==> src/rtl/fp_multiplier.sv <==
// fp_multiplier
// Multi-cycle IEEE-754 single-precision multiplier, the multiplicative
// counterpart to the FPU's sequential divider, with the same start/done
// handshake. The mantissa product is built by a shift-and-add loop, one
// partial product per clock, so latency is fixed at MANT_W+2 cycles from
// acceptance to the done pulse, including special-case operands.
//
// Parameters:
//   MANT_W  mantissa width including hidden bit (24 for single precision)
//   BIAS    exponent bias (127)
//
// Ports:
//   clk     system clock, rising edge
//   rst     asynchronous, active-high reset (aborts any operation, no done)
//   a, b    IEEE-754 single operands, captured when start is accepted
//   start   request, sampled only while idle
//   result  product, held stable between done pulses
//   done    one-cycle pulse when result is updated
//   busy    high from start acceptance until the done cycle
//
// Build option:
//   FP_MUL_ROUND_NEAREST_EN  round to nearest, ties to even (default truncates)

module fp_multiplier #(
  parameter int MANT_W = 24,
  parameter int BIAS   = 127
) (
  input  logic        clk,
  input  logic        rst,
  input  logic [31:0] a,
  input  logic [31:0] b,
  input  logic        start,
  output logic [31:0] result,
  output logic        done,
  output logic        busy
);

  localparam int FRAC_W = MANT_W - 1;
  localparam int PROD_W = 2 * MANT_W;
  localparam int CNT_W  = $clog2(MANT_W);
  localparam logic [CNT_W-1:0]  LAST_CNT = CNT_W'(MANT_W - 1);
  localparam logic signed [9:0] BIAS_S   = 10'(BIAS);

  typedef enum logic [1:0] {
    IDLE,
    MULTIPLY,
    NORMALIZE,
    PACK
  } state_t;

  state_t state, state_d;

  logic              load, step, norm, pack;
  logic [31:0]       a_q, b_q;
  logic [CNT_W-1:0]  cnt;
  logic [PROD_W-1:0] acc;
  logic signed [9:0] exp_q;
  logic [FRAC_W-1:0] frac_q;
  logic [MANT_W-1:0] mant_a, mant_b;

  logic signed [9:0] exp_fin;
  logic [FRAC_W-1:0] frac_fin;
  logic [31:0]       result_d;

  logic sign;
  logic a_nan, b_nan, a_inf, b_inf, a_zero, b_zero;

  // Mantissas come straight from the captured operands; no separate copies.
  assign mant_a = {1'b1, a_q[FRAC_W-1:0]};
  assign mant_b = {1'b1, b_q[FRAC_W-1:0]};

  // State register
  always_ff @(posedge clk or posedge rst) begin
    if (rst) begin
      state <= IDLE;
    end else begin
      state <= state_d;
    end
  end

  // Next-state and per-state control strobes
  always_comb begin
    state_d = state;
    load    = 1'b0;
    step    = 1'b0;
    norm    = 1'b0;
    pack    = 1'b0;
    case (state)
      IDLE: begin
        if (start) begin
          load    = 1'b1;
          state_d = MULTIPLY;
        end
      end
      MULTIPLY: begin
        step = 1'b1;
        if (cnt == LAST_CNT) begin
          state_d = NORMALIZE;
        end
      end
      NORMALIZE: begin
        norm    = 1'b1;
        state_d = PACK;
      end
      PACK: begin
        pack    = 1'b1;
        state_d = IDLE;
      end
      default: state_d = IDLE;
    endcase
  end

`ifdef FP_MUL_ROUND_NEAREST_EN
  logic              guard_q, sticky_q;
  logic              round_up;
  logic [FRAC_W:0]   frac_inc;

  // Round to nearest even; a carry out of the fraction bumps the exponent,
  // which is then range-checked again by the packing logic below.
  always_comb begin
    round_up = guard_q & (sticky_q | frac_q[0]);
    frac_inc = {1'b0, frac_q} + {{FRAC_W{1'b0}}, round_up};
    frac_fin = frac_inc[FRAC_W-1:0];
    exp_fin  = exp_q + 10'(frac_inc[FRAC_W]);
  end
`else
  always_comb begin
    frac_fin = frac_q;
    exp_fin  = exp_q;
  end
`endif

  // Operand classification and result selection, highest priority first
  always_comb begin
    sign   = a_q[31] ^ b_q[31];
    a_nan  = (&a_q[30:23]) & (|a_q[22:0]);
    b_nan  = (&b_q[30:23]) & (|b_q[22:0]);
    a_inf  = (&a_q[30:23]) & ~(|a_q[22:0]);
    b_inf  = (&b_q[30:23]) & ~(|b_q[22:0]);
    a_zero = ~(|a_q[30:23]);
    b_zero = ~(|b_q[30:23]);

    if (a_nan | b_nan | (a_inf & b_zero) | (b_inf & a_zero)) begin
      result_d = 32'h7FC0_0000;
    end else if (a_inf | b_inf) begin
      result_d = {sign, 8'hFF, 23'd0};
    end else if (a_zero | b_zero) begin
      result_d = {sign, 31'd0};
    end else if (exp_fin >= 10'sd255) begin
      result_d = {sign, 8'hFF, 23'd0};
    end else if (exp_fin <= 10'sd0) begin
      result_d = {sign, 31'd0};
    end else begin
      result_d = {sign, exp_fin[7:0], frac_fin};
    end
  end

  // Datapath and handshake registers
  always_ff @(posedge clk or posedge rst) begin
    if (rst) begin
      a_q      <= '0;
      b_q      <= '0;
      cnt      <= '0;
      acc      <= '0;
      exp_q    <= '0;
      frac_q   <= '0;
      result   <= '0;
      done     <= 1'b0;
      busy     <= 1'b0;
`ifdef FP_MUL_ROUND_NEAREST_EN
      guard_q  <= 1'b0;
      sticky_q <= 1'b0;
`endif
    end else begin
      done <= 1'b0;

      if (load) begin
        a_q   <= a;
        b_q   <= b;
        cnt   <= '0;
        acc   <= '0;
        busy  <= 1'b1;
        // 10-bit signed so both overflow past 254 and underflow below 1
        // remain visible at pack time.
        exp_q <= $signed({2'b00, a[30:23]}) + $signed({2'b00, b[30:23]}) - BIAS_S;
      end

      if (step) begin
        if (mant_b[cnt]) begin
          acc <= acc + (PROD_W'(mant_a) << cnt);
        end
        cnt <= cnt + 1'b1;
      end

      if (norm) begin
        // Product of two [1,2) mantissas lies in [1,4); top bit picks the shift.
        if (acc[PROD_W-1]) begin
          frac_q   <= acc[PROD_W-2 -: FRAC_W];
          exp_q    <= exp_q + 10'sd1;
`ifdef FP_MUL_ROUND_NEAREST_EN
          guard_q  <= acc[MANT_W-1];
          sticky_q <= |acc[MANT_W-2:0];
`endif
        end else begin
          frac_q   <= acc[PROD_W-3 -: FRAC_W];
`ifdef FP_MUL_ROUND_NEAREST_EN
          guard_q  <= acc[MANT_W-2];
          sticky_q <= |acc[MANT_W-3:0];
`endif
        end
      end

      if (pack) begin
        result <= result_d;
        done   <= 1'b1;
        busy   <= 1'b0;
      end
    end
  end

endmodule

==> config.mk <==
export PLATFORM = sky130hd
export DESIGN_NAME = fp_multiplier
export DESIGN_NICKNAME = d
export VERILOG_FILES = /design/src/rtl/fp_multiplier.sv
export SDC_FILE = /design/constraint.sdc
export NUM_CORES = 1
export LEC_CHECK = 0
export BUFFER_PORTS_ARGS = -buffer_cell sky130_fd_sc_hd__buf_2
export CELL_PAD_IN_SITES_DETAIL_PLACEMENT = 0
export CELL_PAD_IN_SITES_GLOBAL_PLACEMENT = 1
export CORE_MARGIN = 2
export CORE_UTILIZATION = 46
export CTS_CLUSTER_DIAMETER = 100
export CTS_CLUSTER_SIZE = 10
export DETAILED_ROUTE_END_ITERATION = 10
export PLACE_DENSITY = 0.86
export SYNTH_ARGS = -nofsm -noshare
export SYNTH_HDL_FRONTEND = slang
export SYNTH_SLANG_ARGS = --single-unit
==> constraint.sdc <==
create_clock -name clk -period 6 [get_ports clk]
set_input_delay 0.3 -clock clk [delete_from_list [all_inputs] [get_ports clk]]
set_output_delay 0.3 -clock clk [all_outputs]
set_load 0.01 [all_outputs]
==> metrics.yaml <==
clock_network:
  clock_sinks: 186
  htree_num_levels: 4
  cts_buffers: 17
  clk_latency_ps: 440
  tritoncts: "yes"
  clockBufferDepth: 2
  cts_resized: 0
  root_buffer: "clkbuf_16"
  clk_pin_slew_ps: 80
synthesis:
  ys_seq_area_frac: 0.3741
  async_reset_ff_frac: 1.000
  synth.avg_cell_area_um2: 8.440
  syn-num-nets: 1614
  synth_seq_cells: 186
  synthesis.instances: 1474
  synth_edf_count: 0
  yosys.cell_types.count: 76
  synth_ff_type: "dfrtp_1"
  yosys_warnings: 0
  syn_area_mm2: 0.01244
placement:
  hpwlAfterDp_um: 24380
  port_buffers: 100
  gp_congestion: 0.9623
  placedCellCount: 1841
  dp_slack_ps: 861.1
final_layout:
  stdcell_count: 1873
  antenna_cells: 0
  fillers: 2602
  syn_to_final_growth_pct: 10.04
  nets: 1660
  drive_above_1_share: 0.1319
timing:
  fin_ws_ps: 685.1
  finalCriticalPeriod_ps: 5315
  rsz0062_at_grt: "no"
  slew_violations: 0
  fmax_ghz: 0.1882
  fin_skew_ps: 11.19
  worst_pin_slew_ps: 1141
  setup_tns_ps: 0
  setup_viol: 0
  fin_crit_sh: 0.8858
  holdWs_ps: 41.30
  worst_slew_margin_rel: 0.2388
  hold_violations: 0
routing:
  vias_per_cell: 5.746
  wire_per_inst_um: 17.50
  vias: 10760
  dr.pass1.iters: 5
  ant_nets: 0
  drc_errors: 0
  drt_wl_total_um: 32780
  drt_iter0_markers: 843
power:
  powerDensity_mw_per_mm2: 574.0
  seq_power_share: 0.294
  leakage_nw: 6.238
  ir_worst_vdd_uv: 237.4
  power_frac_clock: 0.144
  p_int_mw: 4.073
  power_switching_mw: 3.784
  p_comb_frac: 0.561
  p_sw_frac: 0.4816
  power_mw: 7.857
global_route:
  use_met3: 0.03367
  use_met2: 0.3700
  globalRoute.totalOverflow: 0
  first_global_vias: 10330
  grt_first_pass_wirelength_um: 54540
  grt_start_max_net_pins: 81
  gr-usage-met1: 0.3484
  grt.busiest_layer: "met2"
  grt_use_total: 0.2376
  antenna_found_initial: 0
floorplanning:
  dieArea_mm2: 0.02838
  io_pins: 101
  core_mm2: 0.02673
  die_w_um: 168.5
  initial_core_util: 0.4655
  rows: 60
  fp.dieH_um: 168.5
worst_setup_path:
  critPathCaptureType: "register"
  path_max_fanout: 25
  critPathKind: "register to register"
  critPathArrivalTime_ps: 5650
  cp-start-kind: "register"
  required_ps: 6330
status:
  status: "complete, no violations"
flow_run:
  maxCapViolations: 0
min_path:
  hp-class: "primary input to register"
[critical path, cell delays in order (launching register included)]
cell and delay [ps]:
dfrtp_1 990, inv_1 420, nand3_1 310, nor2_1 60, a21oi_1 350, mux2_2 290
mux2i_1 180, ha_1 480, nand2_1 200, nor4_1 630, nand3_1 170, o22ai_1 390
nor4_2 90, o21bai_1 220, xnor2_1 150, nor2_1 50, a31o_2 220
[per-layer routing]
metal  routed length, um  part of all wire  up-vias
met5                   0                 0        -
met4                 633             0.019        0
met3                1555             0.047       37
met2               14570              0.44      284
met1               16030              0.49     5110
li1                    -                 -     5332
[state kept, by name, indices dropped and copies added (netlist names)]
signal    flops
a_q          32
acc          48
b_q          32
busy          1
cnt           5
done          1
exp_fin      10
frac_fin     23
result       32
state         2
[through the flow]
stage          utilization  cell area, um2
5_1_grt             0.5122           13690
2_1_floorplan            -           12440
6_report            0.5122           13690
4_1_cts             0.5122           13690
3_3_place_gp        0.4905           13110
3_5_place_dp        0.4905           13110
[logic make-up after synthesis]
group	after synthesis	synth area share
and+or+nand+nor	591	0.2069
buffers and inverters	130	0.04335
muxes	77	0.08036
adders and majority gates	73	0.07463
xor gates and xnor gates	44	0.03098
AOI/OAI and AO/OA	373	0.1897
DFF	186	0.3741
[final cells by class]
type                       count  area (um2)  area share
sequential                   186        4654      0.3400
multi-input combinational   1158        7256      0.5300
clock buffer                  18       439.2     0.03208
clock inverter                13       131.4    0.009597
inverter                      41       158.9     0.01161
timing repair buffer         116       623.1     0.04552
tap                          341       426.7     0.03117
[synthesized netlist by cell type (18+ instances only)]
cell type	n	area share
a21o_1	18	0.011
a21oi_1	118	0.047
a22o_1	25	0.018
clkbuf_1	64	0.019
dfrtp_1	186	0.37
ha_1	71	0.071
inv_1	39	0.012
mux2i_1	47	0.038
nand2_1	294	0.089
nand3_1	64	0.026
nand4_1	19	0.0096
nor2_1	126	0.038
nor3_1	24	0.0097
o21ai_0	92	0.037
o22ai_1	18	0.0091
xnor2_1	24	0.017
xor2_1	20	0.014
[cell usage in the layout (no fill, tap or decap), drive strengths merged, types with 4 or more instances in the layout]
cell	instances
mux2	13
clkbuf	18
a31oi	13
o21ai	101
nor2	126
dfrtp	186
mux4	17
inv	45
nor4	18
mux2i	47
a211oi	6
and4	5
buf	115
o22ai	18
xor2	20
nand2	294
nor2b	7
o31ai	13
clkinv	8
nor3	25
and3	4
o21a	11
a22o	25
o21bai	10
xnor2	24
nand4	19
a21oi	120
nand3	65
and2	13
ha	71
a21o	18
o211ai	5
[repair_timing]
action,in CTS,in global routing
hold endpoints to repair,67,0
hold buffers,1,0
setup buffers,0,0
[power by group through the flow]
stage          sequential [mW]  combinational [mW]  clock (mW)
2_1_floorplan             2.18                3.28           0
3_3_place_gp              2.31                4.35           0
3_5_place_dp              2.33                4.35           0
4_1_cts                   2.31                4.38        1.15
5_1_grt                   2.40                4.93        1.20
6_report                  2.31                4.41        1.13
[final timing paths]
path / startpoint / slack (ps) / end / cells after the start
worst max-delay path: cnt[0] / 690 / acc[39] / 16
worst min-delay path: b[15] / 40 / b_q[15] / 3
max in group asynchronous: rst / 4210 / a_q[3] / 4
worst min register to register: frac_fin[16] / 490 / result[16] / 1
worst max register to register: cnt[0] / 690 / acc[39] / 16
min in group asynchronous: rst / 490 / exp_fin[7] / 3
Power figures use the tool's default switching activity.
